==> src/rtl/multiply_complex_sched_pkg.sv <==
// Shared definitions for the complex-multiplier scheduler and its arbiter.
package multiply_complex_sched_pkg;

   localparam int unsigned MCS_WIDTH_DEF        = 32;
   localparam int unsigned MCS_NREQ_DEF         = 4;
   localparam int unsigned MCS_MULT_LATENCY_DEF = 2;

   // Ceiling log2, used to size requester IDs.
   function automatic int unsigned mcs_clog2(input int unsigned n);
      int unsigned r;
      r = 0;
      while ((32'd1 << r) < n) r++;
      return r;
   endfunction

endpackage

==> src/rtl/multiply_complex_sched_rr_arbiter.sv <==
// Round-robin arbiter: first asserted request at or after ptr, searching upward mod NREQ.
module rr_arbiter
   import multiply_complex_sched_pkg::*;
#(
   parameter  int unsigned NREQ = MCS_NREQ_DEF,
   localparam int unsigned IDW  = mcs_clog2(NREQ)
) (
   input  logic [NREQ-1:0] req,
   input  logic [IDW-1:0]  ptr,
   output logic [NREQ-1:0] grant,
   output logic [IDW-1:0]  grant_id,
   output logic            any
);

   logic [IDW-1:0] idx;

   always_comb begin
      grant    = '0;
      grant_id = '0;
      any      = 1'b0;
      idx      = '0;
      for (int unsigned i = 0; i < NREQ; i++) begin
         idx = IDW'((32'(ptr) + i) % NREQ);
         if (!any && req[idx]) begin
            any       = 1'b1;
            grant[idx] = 1'b1;
            grant_id  = idx;
         end
      end
   end

endmodule

==> src/rtl/multiply_complex_sched.sv <==
// Shares one pipelined complex multiplier among NREQ requesters; products return
// in issue order tagged with the owning requester ID.
module multiply_complex_sched
   import multiply_complex_sched_pkg::*;
#(
   parameter  int unsigned WIDTH        = MCS_WIDTH_DEF,
   parameter  int unsigned NREQ         = MCS_NREQ_DEF,
   parameter  int unsigned MULT_LATENCY = MCS_MULT_LATENCY_DEF,
   localparam int unsigned IDW          = mcs_clog2(NREQ)
) (
   input  logic                  clk,
   input  logic                  rst_n,
   input  logic                  clear,
   input  logic [NREQ-1:0]       in_valid,
   input  logic [NREQ*WIDTH-1:0] in_x,
   input  logic [NREQ*WIDTH-1:0] in_y,
   output logic [NREQ-1:0]       in_ready,
   output logic [WIDTH-1:0]      mult_x,
   output logic [WIDTH-1:0]      mult_y,
   input  logic [WIDTH-1:0]      mult_z,
   output logic                  out_valid,
   output logic [IDW-1:0]        out_id,
   output logic [WIDTH-1:0]      out_data,
   output logic                  busy
);

   localparam int unsigned STAGES = MULT_LATENCY + 1;

   logic [IDW-1:0]             ptr;
   logic [IDW-1:0]             ptr_nxt;
   logic [IDW-1:0]             grant_id;
   logic [NREQ-1:0]            req;
   logic [NREQ-1:0]            grant;
   logic                       any;
   logic [STAGES-1:0]          tag_v;
   logic [STAGES-1:0]          tag_v_nxt;
   logic [STAGES-1:0][IDW-1:0] tag_id;
   logic                       out_valid_nxt;
   logic [WIDTH-1:0]           x_lane [NREQ];
   logic [WIDTH-1:0]           y_lane [NREQ];

   for (genvar g = 0; g < NREQ; g++) begin : g_lane
      assign x_lane[g] = in_x[g*WIDTH +: WIDTH];
      assign y_lane[g] = in_y[g*WIDTH +: WIDTH];
   end

   // Masking requests during clear suppresses the grant and the transfer together.
   assign req = clear ? '0 : in_valid;

   rr_arbiter #(.NREQ(NREQ)) u_arb (
      .req      (req),
      .ptr      (ptr),
      .grant    (grant),
      .grant_id (grant_id),
      .any      (any)
   );

   assign in_ready      = grant;
   assign ptr_nxt       = (32'(grant_id) == NREQ - 1) ? '0 : IDW'(32'(grant_id) + 32'd1);
   assign tag_v_nxt     = clear ? '0 : {tag_v[STAGES-2:0], any};
   assign out_valid_nxt = tag_v[STAGES-1] & ~clear;

   // Issue register, tag pipe aligned with the multiplier, and result capture.
   always_ff @(posedge clk or negedge rst_n) begin
      if (!rst_n) begin
         ptr       <= '0;
         mult_x    <= '0;
         mult_y    <= '0;
         tag_v     <= '0;
         tag_id    <= '0;
         out_valid <= 1'b0;
         out_id    <= '0;
         out_data  <= '0;
         busy      <= 1'b0;
      end else begin
         if (any) begin
            ptr    <= ptr_nxt;
            mult_x <= x_lane[grant_id];
            mult_y <= y_lane[grant_id];
         end
         tag_v  <= tag_v_nxt;
         tag_id <= {tag_id[STAGES-2:0], grant_id};
         if (out_valid_nxt) begin
            out_data <= mult_z;
            out_id   <= tag_id[STAGES-1];
         end
         out_valid <= out_valid_nxt;
         busy      <= (|tag_v_nxt) | out_valid_nxt;
      end
   end

endmodule

==> config.mk <==
export PLATFORM = sky130hd
export DESIGN_NAME = multiply_complex_sched
export DESIGN_NICKNAME = d
export VERILOG_FILES = /design/src/rtl/multiply_complex_sched_pkg.sv /design/src/rtl/multiply_complex_sched_rr_arbiter.sv /design/src/rtl/multiply_complex_sched.sv
export SDC_FILE = /design/constraint.sdc
export NUM_CORES = 1
export LEC_CHECK = 0
export ABC_CLOCK_PERIOD_IN_PS = 3280
export CAP_MARGIN = 20
export CORE_AREA = 2 2 155 157
export DETAILED_ROUTE_END_ITERATION = 6
export DIE_AREA = 0 0 157 159
export PLACE_DENSITY_LB_ADDON = 0.1
export SYNTH_ARGS = -nofsm -noshare
export SYNTH_HDL_FRONTEND = slang
export SYNTH_SLANG_ARGS = --single-unit
==> constraint.sdc <==
create_clock -name clk -period 3.28 [get_ports clk]
set_input_delay 0.328 -clock clk [delete_from_list [all_inputs] [get_ports clk]]
set_output_delay 0.328 -clock clk [all_outputs]
set_load 0.05 [all_outputs]
==> results by group, run 1 <==
Run status
  • Status: complete, no violations

Logic synthesis
  • Main area contributors after synthesis: dfrtp_1, mux2i_1, a221oi_2
  • Top cells by count, synth: mux2i_1, dfrtp_1, nor2_1
  • Yosys reg bits: 111
  • Syn Inst Count: 521
  • Post-Syn Area: 6500 um^2
  • Primary flip-flop cell chosen by synthesis mapping: dfrtp_1
  • Synth area leader: dfrtp_1
  • Post-synth cell types: 37
  • Top cell type's share of synthesized area: 42.8%
  • Syn Nets: 824
  • Post-Syn Area per Cell: 12.5 um^2
  • Synth warn: 0
  • Register area share after synthesis: 42.8%
  • Number of synthesized flops with an enable pin: 0
  • Post-synth ARST share: 100%
  • Cell with the most instances after synthesis: mux2i_1

Job
  • Max-Cap Viols: 0

Floorplan
  • Die area: 25000 um^2
  • Die span in x: 157 um
  • Io pins: 399
  • FP Rows: 56
  • Die Ht: 159 um
  • Initial core utilization: 28.0%
  • Core Area: 23200 um^2

STA
  • Final critical-path share of the clock period: 91.5%
  • Actual transition at the worst max-transition pin: 732 ps
  • Hold_ws: 2.70 ps
  • Final setup margin: 280 ps
  • Post-route setup TNS: 0 ps
  • Clock skew: 6.86 ps
  • Setup-failing EPs final: 0
  • F_max: 333 MHz
  • Unrepaired setup endpoints after global routing: false
  • Period minus WS final: 3000 ps
  • Pins Over Slew Limit: 0
  • Slew HR: 51.2%
  • Hold Fails Final Rpt: 0

GRT
  • Global-route wire length before repair: 36300 um
  • Largest net degree at the start of global routing: 63
  • Gr usage total: 18.9%
  • Remaining Overflow, GRT: 0
  • Initial antenna violation count: 1
  • Vias in the first global route: 6380

Pwr
  • Logic pwr share: 57.8%
  • Seq pwr share: 26.3%
  • Sw Pwr: 3.31 mW
  • Clk pwr share: 15.9%
  • Maximum vdd ir drop: 0.000325 V
  • Int Pwr: 4.20 mW
  • Pwr dens: 667 nW/um^2
  • Sw frac: 44.1%
  • Leakage power total: 5.03 nW

Clock network
  • Num CTS Buffers: 9
  • H-tree levels: 3
  • CTS tree: yes
  • Post-CTS Resized: 0
  • Clk_lat worst skew: 340 ps
  • CTS root buf: clkbuf_16
  • # hold bufs at CTS: 0
  • TritonCTS Sinks: 111
  • CTS clk-pin slew, worst paths: 80 ps
  • Setup Buffers After CTS: 0
  • Max clock buf depth: 2

Detailed routing
  • Avg WL per Cell: 19.4 um
  • DRT iter0 DRCs: 252
  • Via-to-Cell Ratio: 4.72
  • Drt first pass iters: 4
  • Detail Route Antenna Nets: 0
  • Via count: 5825
  • Final routed DRC violation total: 0
  • Routed WL: 24000 um

Worst setup path
  • Critical Path Start Type: flip-flop
  • Slowest CP cell: or3b_4
  • Worst reg2reg setup slack: 420 ps
  • Sequence of cells on the critical path: inv_1, ha_4, or3b_4, a2111oi_4, or2_2, a22o_1, a221o_1, buf_12
  • Arrival @ worst endpoint: 2670 ps
  • Critical setup path kind: flip-flop to output port
  • R2r endpoint: mult_x[20]
  • CP peak stage delay: 410 ps
  • FF-to-FF path depth: 8
  • Worst Setup End Kind: output port
  • CP max FO: 10
  • FF-to-FF Start: ptr[1]
  • CP Data Required Time: 2950 ps

Layout
  • Layout cell share with drive strength beyond 1: 16.7%
  • P&R area growth vs syn: 73.1%
  • Final net count: 1212

Place
  • Post-DP HPWL: 19300 um
  • IO Port Bufs: 398
  • Place WS: 265 ps
  • GP Congestion: 0.796

Min path
  • Tightest Hold Check Type: primary input to async pin
==> kinds of logic after synthesis <==
| kind of cell | after synthesis | synth area share [%] |
|---|---|---|
| adder cells (fa/ha/maj) | 8 | 1.54 |
| AO/OA/AOI/OAI | 87 | 17.5 |
| buffers and inverters | 52 | 5.01 |
| flip-flops | 111 | 42.8 |
| AND/OR/NAND/NOR | 94 | 6.43 |
| multiplexers | 169 | 26.8 |
==> flip-flops by register name, indices dropped and copies added (netlist names), 2 cells and up <==
name / count
mult_x: 32
mult_y: 32
out_data: 32
out_id: 2
ptr: 2
tag_id: 6
tag_v: 3
==> power by group through the flow <==
stage | logic, mW | registers [mW] | clock network (mW)
finish | 4.34 | 1.97 | 1.19
global route | 4.57 | 2.03 | 1.28
CTS | 4.37 | 1.98 | 1.24
detailed placement | 4.37 | 1.99 | 0
global placement | 4.32 | 1.98 | 0
floorplan | 1.44 | 3.28 | 0
==> final cells by class <==
cell class	instances	area (um^2)
Timing Repair Buffer	424	4280
Sequential cell	111	2780
Tap cell	319	399
Inverter	5	18.8
Antenna cell	1	2.50
Multi-Input combinational cell	358	3450
Clock inverter	6	93.8
Fill cell	2055	11900
Clock buffer	10	229
==> cell usage in the layout (no fill, tap or decap), drive strengths merged, types with 2 or more instances in the layout <==
cell type / netlist / final
mux2i: 132 / 132
nor2: 71 / 71
nand3b: 2 / 2
buf: 33 / 31
clkdlybuf4s50: 0 / 393
or3b: 2 / 2
nor3: 2 / 2
and2: 4 / 4
a22o: 4 / 4
a221o: 4 / 4
nor2b: 3 / 3
inv: 5 / 6
a21oi: 6 / 6
clkbuf: 14 / 10
nand2: 2 / 2
clkinv: 0 / 3
ha: 8 / 8
mux2: 37 / 37
a221oi: 64 / 64
or3: 2 / 2
bufinv: 0 / 2
nor3b: 3 / 3
dfrtp: 111 / 111
a2111oi: 3 / 3
==> critical path: cells and delay by family (launching register included) <==
kind | cells | cell delay, ps
compound gates | 3 | 700
simple gates | 2 | 610
flops | 1 | 380
buf+inv | 2 | 350
fa+ha+maj | 1 | 280
==> stage by stage <==
step	cells	area, um^2	util, %	total power, mW
floorplan	521	6500	-	4.72
global placement	1217	10900	47.0	6.31
detailed placement	1217	10900	47.0	6.36
CTS	1233	11200	48.4	7.59
global route	1234	11200	48.5	7.88
finish	1234	11200	48.5	7.51
==> per-layer routing <==
layer  GRT usage (%)  vias up  wire, um
met5               0        -         0
met4            6.51        0       652
met3            3.78       31      1600
met2            34.6      261     12500
met1            21.7     2786      9220
li1                -     2747         -
==> how the worst max path moves through the flow <==
stage | startpoint | endpoint | slack, ps | depth (start not counted)
after floorplan | ptr[1] | in_ready[1] | 0.6 | 9
after global placement | in_valid[3] | mult_y[12] | 350 | 8
after detailed placement | in_valid[1] | in_ready[0] | 260 | 7
after CTS | ptr[1] | in_ready[0] | 100 | 8
after global routing | ptr[1] | in_ready[1] | 100 | 9
final | ptr[1] | in_ready[3] | 280 | 8
(Power assumes the default switching activity.)
==> run 2, diff against run 1 <==
CAP_MARGIN = not set   (was 20)
==> results of run 2 <==
Same layout as run 1: the final DEF is identical, and so are final timing and power.
